<file path="src/rtl/ex_mem_pipe_stage_if.sv">
// EX->MEM stage bus: EX-side op + handshake, MEM-side op + handshake, flush and occupancy.
// master = the stage's environment (EX, hazard unit, MEM), slave = the stage itself.
interface ex_mem_pipe_stage_if #(
  parameter int DATA_W     = 32,
  parameter int REG_ADDR_W = 5
);
  logic                  flush;
  logic                  in_valid;
  logic                  in_ready;
  logic                  mem_write_in;
  logic                  mem_read_in;
  logic                  reg_write_in;
  logic                  mem_to_reg_in;
  logic [REG_ADDR_W-1:0] reg_dst_in;
  logic                  alu_zero_in;
  logic [DATA_W-1:0]     alu_result_in;
  logic [DATA_W-1:0]     store_data_in;
  logic                  out_valid;
  logic                  out_ready;
  logic                  mem_write_out;
  logic                  mem_read_out;
  logic                  reg_write_out;
  logic                  mem_to_reg_out;
  logic [REG_ADDR_W-1:0] reg_dst_out;
  logic                  alu_zero_out;
  logic [DATA_W-1:0]     alu_result_out;
  logic [DATA_W-1:0]     store_data_out;
  logic [1:0]            occupancy;

  modport master (
    output flush, in_valid, mem_write_in, mem_read_in, reg_write_in, mem_to_reg_in,
           reg_dst_in, alu_zero_in, alu_result_in, store_data_in, out_ready,
    input  in_ready, out_valid, mem_write_out, mem_read_out, reg_write_out,
           mem_to_reg_out, reg_dst_out, alu_zero_out, alu_result_out, store_data_out,
           occupancy
  );

  modport slave (
    input  flush, in_valid, mem_write_in, mem_read_in, reg_write_in, mem_to_reg_in,
           reg_dst_in, alu_zero_in, alu_result_in, store_data_in, out_ready,
    output in_ready, out_valid, mem_write_out, mem_read_out, reg_write_out,
           mem_to_reg_out, reg_dst_out, alu_zero_out, alu_result_out, store_data_out,
           occupancy
  );
endinterface

</file>
<file path="src/rtl/ex_mem_pipe_stage.sv">
// EX->MEM pipeline register with valid/ready handshake and optional skid entry.
// state | meaning
// EMPTY | nothing held, out_valid=0
// BUSY  | main entry holds the op presented to MEM
// FULL  | main + skid both hold ops, in_ready=0 (SKID_EN=1 only)
module ex_mem_pipe_stage #(
  parameter int DATA_W     = 32,
  parameter int REG_ADDR_W = 5,
  parameter bit SKID_EN    = 1'b1
) (
  input logic             clk,
  input logic             rst_n,
  ex_mem_pipe_stage_if.slave bus
);

  localparam int PL_W = 2*DATA_W + REG_ADDR_W + 5;

  typedef enum logic [1:0] {
    EMPTY = 2'd0,
    BUSY  = 2'd1,
    FULL  = 2'd2
  } state_t;

  state_t          state_q, state_d;
  logic [PL_W-1:0] main_q, main_d;
  logic [PL_W-1:0] skid_q, skid_d;
  logic [PL_W-1:0] in_pl;
  logic            out_valid, skid_valid, in_ready;
  logic            in_fire, out_fire;
  logic            mem_write_h, mem_read_h, reg_write_h;

  assign in_pl = {bus.mem_write_in, bus.mem_read_in, bus.reg_write_in, bus.mem_to_reg_in,
                  bus.alu_zero_in, bus.reg_dst_in, bus.alu_result_in, bus.store_data_in};

  assign out_valid  = (state_q != EMPTY);
  assign skid_valid = (state_q == FULL);
  // Skid mode keeps in_ready a pure register decode to break the ready path.
  assign in_ready   = SKID_EN ? ~skid_valid : (bus.out_ready | ~out_valid);
  assign in_fire    = bus.in_valid & in_ready;
  assign out_fire   = out_valid & bus.out_ready;

  always_comb begin
    state_d = state_q;
    main_d  = main_q;
    skid_d  = skid_q;
    case (state_q)
      EMPTY: begin
        if (in_fire) begin
          state_d = BUSY;
          main_d  = in_pl;
        end
      end
      BUSY: begin
        if (in_fire && out_fire) begin
          main_d = in_pl;
        end else if (in_fire) begin
          state_d = FULL;
          skid_d  = in_pl;
        end else if (out_fire) begin
          state_d = EMPTY;
        end
      end
      FULL: begin
        if (out_fire) begin
          state_d = BUSY;
          main_d  = skid_q;
        end
      end
      default: state_d = EMPTY;
    endcase
    // Flush leaves payload stale; gated controls hide it.
    if (bus.flush) begin
      state_d = EMPTY;
    end
  end

  always_ff @(posedge clk or negedge rst_n) begin
    if (!rst_n) begin
      state_q <= EMPTY;
      main_q  <= '0;
      skid_q  <= '0;
    end else begin
      state_q <= state_d;
      main_q  <= main_d;
      skid_q  <= skid_d;
    end
  end

  assign {mem_write_h, mem_read_h, reg_write_h, bus.mem_to_reg_out, bus.alu_zero_out,
          bus.reg_dst_out, bus.alu_result_out, bus.store_data_out} = main_q;

  assign bus.in_ready      = in_ready;
  assign bus.out_valid     = out_valid;
  assign bus.mem_write_out = mem_write_h & out_valid;
  assign bus.mem_read_out  = mem_read_h  & out_valid;
  assign bus.reg_write_out = reg_write_h & out_valid;
  assign bus.occupancy     = {1'b0, out_valid} + {1'b0, skid_valid};

endmodule

</file>
<file path="src/flat_wrapper.sv">
// flat-port wrapper written by rule: the top's interface ports become plain ports
module ex_mem_pipe_stage_flat 
#(
  parameter int DATA_W     = 32,
  parameter int REG_ADDR_W = 5,
  parameter bit SKID_EN    = 1'b1
)
  (clk, rst_n, bus_flush, bus_in_valid, bus_mem_write_in, bus_mem_read_in, bus_reg_write_in, bus_mem_to_reg_in, bus_reg_dst_in, bus_alu_zero_in, bus_alu_result_in, bus_store_data_in, bus_out_ready, bus_in_ready, bus_out_valid, bus_mem_write_out, bus_mem_read_out, bus_reg_write_out, bus_mem_to_reg_out, bus_reg_dst_out, bus_alu_zero_out, bus_alu_result_out, bus_store_data_out, bus_occupancy);
  ex_mem_pipe_stage_if #(.DATA_W(DATA_W), .REG_ADDR_W(REG_ADDR_W)) bus_i ();
  input logic clk;
  input logic rst_n;
  input wire logic [$bits(bus_i.flush)-1:0] bus_flush;
  input wire logic [$bits(bus_i.in_valid)-1:0] bus_in_valid;
  input wire logic [$bits(bus_i.mem_write_in)-1:0] bus_mem_write_in;
  input wire logic [$bits(bus_i.mem_read_in)-1:0] bus_mem_read_in;
  input wire logic [$bits(bus_i.reg_write_in)-1:0] bus_reg_write_in;
  input wire logic [$bits(bus_i.mem_to_reg_in)-1:0] bus_mem_to_reg_in;
  input wire logic [$bits(bus_i.reg_dst_in)-1:0] bus_reg_dst_in;
  input wire logic [$bits(bus_i.alu_zero_in)-1:0] bus_alu_zero_in;
  input wire logic [$bits(bus_i.alu_result_in)-1:0] bus_alu_result_in;
  input wire logic [$bits(bus_i.store_data_in)-1:0] bus_store_data_in;
  input wire logic [$bits(bus_i.out_ready)-1:0] bus_out_ready;
  output wire logic [$bits(bus_i.in_ready)-1:0] bus_in_ready;
  output wire logic [$bits(bus_i.out_valid)-1:0] bus_out_valid;
  output wire logic [$bits(bus_i.mem_write_out)-1:0] bus_mem_write_out;
  output wire logic [$bits(bus_i.mem_read_out)-1:0] bus_mem_read_out;
  output wire logic [$bits(bus_i.reg_write_out)-1:0] bus_reg_write_out;
  output wire logic [$bits(bus_i.mem_to_reg_out)-1:0] bus_mem_to_reg_out;
  output wire logic [$bits(bus_i.reg_dst_out)-1:0] bus_reg_dst_out;
  output wire logic [$bits(bus_i.alu_zero_out)-1:0] bus_alu_zero_out;
  output wire logic [$bits(bus_i.alu_result_out)-1:0] bus_alu_result_out;
  output wire logic [$bits(bus_i.store_data_out)-1:0] bus_store_data_out;
  output wire logic [$bits(bus_i.occupancy)-1:0] bus_occupancy;
  assign bus_i.flush = bus_flush;
  assign bus_i.in_valid = bus_in_valid;
  assign bus_i.mem_write_in = bus_mem_write_in;
  assign bus_i.mem_read_in = bus_mem_read_in;
  assign bus_i.reg_write_in = bus_reg_write_in;
  assign bus_i.mem_to_reg_in = bus_mem_to_reg_in;
  assign bus_i.reg_dst_in = bus_reg_dst_in;
  assign bus_i.alu_zero_in = bus_alu_zero_in;
  assign bus_i.alu_result_in = bus_alu_result_in;
  assign bus_i.store_data_in = bus_store_data_in;
  assign bus_i.out_ready = bus_out_ready;
  assign bus_in_ready = bus_i.in_ready;
  assign bus_out_valid = bus_i.out_valid;
  assign bus_mem_write_out = bus_i.mem_write_out;
  assign bus_mem_read_out = bus_i.mem_read_out;
  assign bus_reg_write_out = bus_i.reg_write_out;
  assign bus_mem_to_reg_out = bus_i.mem_to_reg_out;
  assign bus_reg_dst_out = bus_i.reg_dst_out;
  assign bus_alu_zero_out = bus_i.alu_zero_out;
  assign bus_alu_result_out = bus_i.alu_result_out;
  assign bus_store_data_out = bus_i.store_data_out;
  assign bus_occupancy = bus_i.occupancy;
  ex_mem_pipe_stage #(.DATA_W(DATA_W), .REG_ADDR_W(REG_ADDR_W), .SKID_EN(SKID_EN)) u_core (.clk(clk), .rst_n(rst_n), .bus(bus_i));
endmodule
</file>
<file path="config.mk">
export PLATFORM = sky130hd
export DESIGN_NAME = ex_mem_pipe_stage_flat
export DESIGN_NICKNAME = d
export VERILOG_FILES = /design/src/rtl/ex_mem_pipe_stage_if.sv /design/src/rtl/ex_mem_pipe_stage.sv /design/src/flat_wrapper.sv
export SDC_FILE = /design/constraint.sdc
export NUM_CORES = 1
export LEC_CHECK = 0
export ABC_AREA = 0
export CORE_MARGIN = 1.5
export CORE_UTILIZATION = 45
export CTS_BUF_LIST = sky130_fd_sc_hd__clkbuf_2 sky130_fd_sc_hd__clkbuf_4 sky130_fd_sc_hd__clkbuf_8
export CTS_CLUSTER_DIAMETER = 60
export DETAILED_ROUTE_END_ITERATION = 10
export GPL_ROUTABILITY_DRIVEN = 1
export PLACE_DENSITY = 0.79
export SLEW_MARGIN = 20
export SYNTH_ARGS = -nofsm -noshare
export SYNTH_HDL_FRONTEND = slang
export SYNTH_SLANG_ARGS = --single-unit
</file>
<file path="constraint.sdc">
create_clock -name clk -period 1.9 [get_ports clk]
set_input_delay 0.38 -clock clk [delete_from_list [all_inputs] [get_ports clk]]
set_output_delay 0.38 -clock clk [all_outputs]
set_load 0.01 [all_outputs]
</file>
==> qor.csv <==
stage,metric,value,unit
run_status,outcome,"complete, but fails checks",
run_status,violations,setup timing,
synthesis,ys_ff_latch,150,
floorplanning,io_pins,157,
worst_hold_path,hp-class,in2async,
synthesis,synth_top_cell_by_area,dfrtp_1,
grt,grt_pass1_wl,23500,microns
floorplanning,core,15900,sq um
synthesis,syn_nets,570,
clock_tree,cts_num_sinks,150,
clock_tree,root_buffer,clkbuf_8,
synthesis,yosysSeqAreaShare,50.7,%
synthesis,synth_area,7400,sq um
timing,worst-slew-pin-transition,0.396,ns
finish,n_antenna_cell,0,
synthesis,synth.most_common_cell,dfrtp_1,
clock_tree,cts_buffers,17,
power_and_ir_drop,p_seq_share,46.1,%
worst_setup_path,cp_num_buf_inv,2,
synthesis,yosys_warnings,0,
drt,wire_per_inst,17.5,microns
timing,min_period,1.91,ns
clock_tree,cts_tree,done,
power_and_ir_drop,powerDensity,1030,nW/um^2
synthesis,synth_edf_count,0,
floorplanning,start_util,46.4,%
grt,grtUsageTotal,17.3,%
grt,grt_pass1_vias,4575,
power_and_ir_drop,internal_power,0.00735,W
drt,drtPass1Iterations,4,
drt,drcViolationCount,0,
grt,grt_start_max_net_pins,47,
drt,ant_nets,0,
placement,numPortBuffers,156,
placement,dpl_worst_slack,-0.207,ns
floorplanning,design.die.area,17200,sq um
power_and_ir_drop,p_comb_share,25.5,%
worst_setup_path,slowest_delay,0.43,ns
floorplanning,die_w,131,microns
drt,via_per_inst,4.91,
timing,fin_ws,-0.00931,ns
power_and_ir_drop,vdd_drop_max,621,uV
clock_tree,htreeDepth,4,
worst_setup_path,r2r_slack,0,ns
timing,finClkSkew,0.00827,ns
synthesis,ys_async_sr_fraction,100,%
worst_setup_path,endpoint,bus_occupancy[0],
worst_setup_path,crit_family,flip-flops,
power_and_ir_drop,clock_power_share,28.4,%
worst_setup_path,r2r_start,u_core.state_q[1]$_DFFE_PN0P_,
floorplanning,rows,46,
synthesis,synth_top_cell_area_share,50.7,%
synthesis,yosysUniqueCellTypes,22,
timing,final_hold_viol_count,0,
drt,wl,14700,microns
timing,maxSlewViolCount,0,
synthesis,netlist_instances,490,
worst_setup_path,crit_chain,or2_4 > ha_4 > inv_2 > buf_6,
timing,slew-limit-headroom,73.6,%
power_and_ir_drop,switching_power,0.00255,W
placement,place_congestion,0.703,
worst_setup_path,r2r_cells,7,
worst_setup_path,end_kind,primary output,
worst_setup_path,crit_cells,4,
grt,grt.overflow.total,0,
finish,design_area,9590,sq um
placement,hpwlAfterDp,10100,microns
synthesis,synthFlopType,dfrtp_1,
power_and_ir_drop,leakage,4.08,nW
power_and_ir_drop,switching_share,25.8,%
finish,area_growth,29.6,%
clock_tree,worstSkewPairLatency,0.45,ns
worst_setup_path,r2r_end,u_core.skid_q[52]$_DFFE_PN0P_,
synthesis,postSynthAreaPerCell,15.1,sq um
timing,post-route-period-util,100,%
worst_setup_path,worst-path-max-fanout,5,
worst_setup_path,critPathKind,reg2out,
timing,setup_viol,1,
worst_setup_path,critPathSlowestCell,dfrtp_1,
drt,vias,4112,
finish,layout-drive-gt1-share,47.7,%
clock_tree,clk_path_buf_depth,2,
finish,nets,689,
floorplanning,die_h,131,microns
placement,place_area,8880,sq um
worst_setup_path,worstPathArrival,1.53,ns
worst_setup_path,critPathLaunchType,register,
synthesis,ys_top_cells_by_count,"150 x dfrtp_1, 138 x mux2_2, 82 x buf_4",
grt,antenna_found_initial,0,
flow_run,maxCapViolations,0,
synthesis,netlist_top_cells_area,"dfrtp_1 51%, mux2_2 21%, mux2_4 14%, buf_4 8.3%, mux2_1 2.3%",
clock_tree,clkTransAtPathRegs,0.08,ns
timing,max_freq,524,MHz
worst_setup_path,crit_start,u_core.state_q[0]$_DFFE_PN0P_,
worst_setup_path,required,1.52,ns
timing,rsz0062_at_grt,true,
drt,drt_iter0_markers,136,
routing by layer:
layer	part of all wire (%)	up-vias	global-route usage (%)
li1	-	1880	-
met2	51	107	29.9
met1	42	2109	20.7
met5	0	-	0
met4	1.3	0	6.80
met3	4.9	16	4.44
state kept, by name, summed over array words and instances (netlist names):
| signal | flops |
|---|---|
| u_core.main_q | 74 |
| u_core.state_q | 2 |
| u_core.skid_q | 74 |
power groups by stage:
stage / clock network, W / logic (W) / registers (W)
after floorplan: 0 / 0.00173 / 0.00444
after global placement: 0 / 0.00234 / 0.00454
after detailed placement: 0 / 0.00243 / 0.00462
after CTS: 0.00290 / 0.00245 / 0.00456
after global routing: 0.00301 / 0.00270 / 0.00468
final: 0.00281 / 0.00253 / 0.00456
per-stage QoR:
| step | utilization [%] | TNS (ns) | cells | total power, W | hold WS (ns) |
|---|---|---|---|---|---|
| after floorplan | - | 0 | 490 | 0.00617 | 0.0844 |
| after global routing | 60.1 | -2.10 | 838 | 0.0104 | 0.437 |
| after CTS | 59.0 | -0.0522 | 834 | 0.00991 | 0.395 |
| after global placement | 55.7 | -22.63 | 797 | 0.00688 | 0.320 |
| final | 60.1 | -0.00931 | 838 | 0.00990 | 0.415 |
| after detailed placement | 55.7 | -24.40 | 797 | 0.00705 | 0.319 |
cells by family after synthesis:
logic type | count (synthesis) | share of synthesized area [%]
AO/OA/AOI/OAI | 5 | 0.440
flip-flops | 150 | 50.7
buffers and inverters | 97 | 10.0
multiplexers | 222 | 37.3
AND/OR/NAND/NOR | 15 | 1.35
adder cells (fa/ha/maj) | 1 | 0.169
placed cells by master, fill, tap and decap left out:
master / count
dfrtp_1: 150
clkdlybuf4s50_1: 148
mux2_2: 124
mux2_4: 84
buf_4: 20
clkbuf_8: 17
mux2_1: 14
buf_12: 11
buf_6: 8
bufinv_16: 5
clkinvlp_4: 4
and2_4: 3
clkbuf_16: 3
nand2b_4: 2
inv_8: 2
or2_4: 2
nor2b_1: 2
nand3b_1: 2
nor2_1: 2
a31oi_1: 2
clkinv_2: 2
clkinv_4: 2
buf_2: 2
inv_2: 1
nor3b_4: 1
o21ai_4: 1
a22oi_1: 1
nand4b_1: 1
inv_1: 1
a211oi_1: 1
ha_4: 1
inv_6: 1
dlygate4sd3_1: 1
buf_16: 1
repair_timing:
action                                  in CTS  in global routing
cloned                                       0                  3
hold endpoints to repair                    37                  0
endpoints found under the setup margin       7                 97
hold buffers                                 1                  0
buffers inserted                             4                  1
gates resized for setup                     38                 26
pin swaps                                    1                  1
area by class of cell:
type	instances	area (sq um)
timing repair buffer	194	2060
tap	216	270
multi-input combinational	243	3020
inverter	3	18.8
sequential	150	3750
clock inverter	15	228
clock buffer	17	234
fill	1237	6360
worst min path at each step:
| stage | from | end | slack [ns] |
|---|---|---|---|
| 3_5_place_dp | rst_n | u_core.main_q[20]$_DFFE_PN0P_ | 0.32 |
| 5_1_grt | rst_n | u_core.main_q[16]$_DFFE_PN0P_ | 0.44 |
| 2_1_floorplan | rst_n | u_core.main_q[0]$_DFFE_PN0P_ | 0.08 |
| 3_3_place_gp | rst_n | u_core.main_q[20]$_DFFE_PN0P_ | 0.32 |
| 4_1_cts | rst_n | u_core.skid_q[16]$_DFFE_PN0P_ | 0.39 |
| 6_report | rst_n | u_core.main_q[16]$_DFFE_PN0P_ | 0.42 |
(Power assumes the default switching activity.)
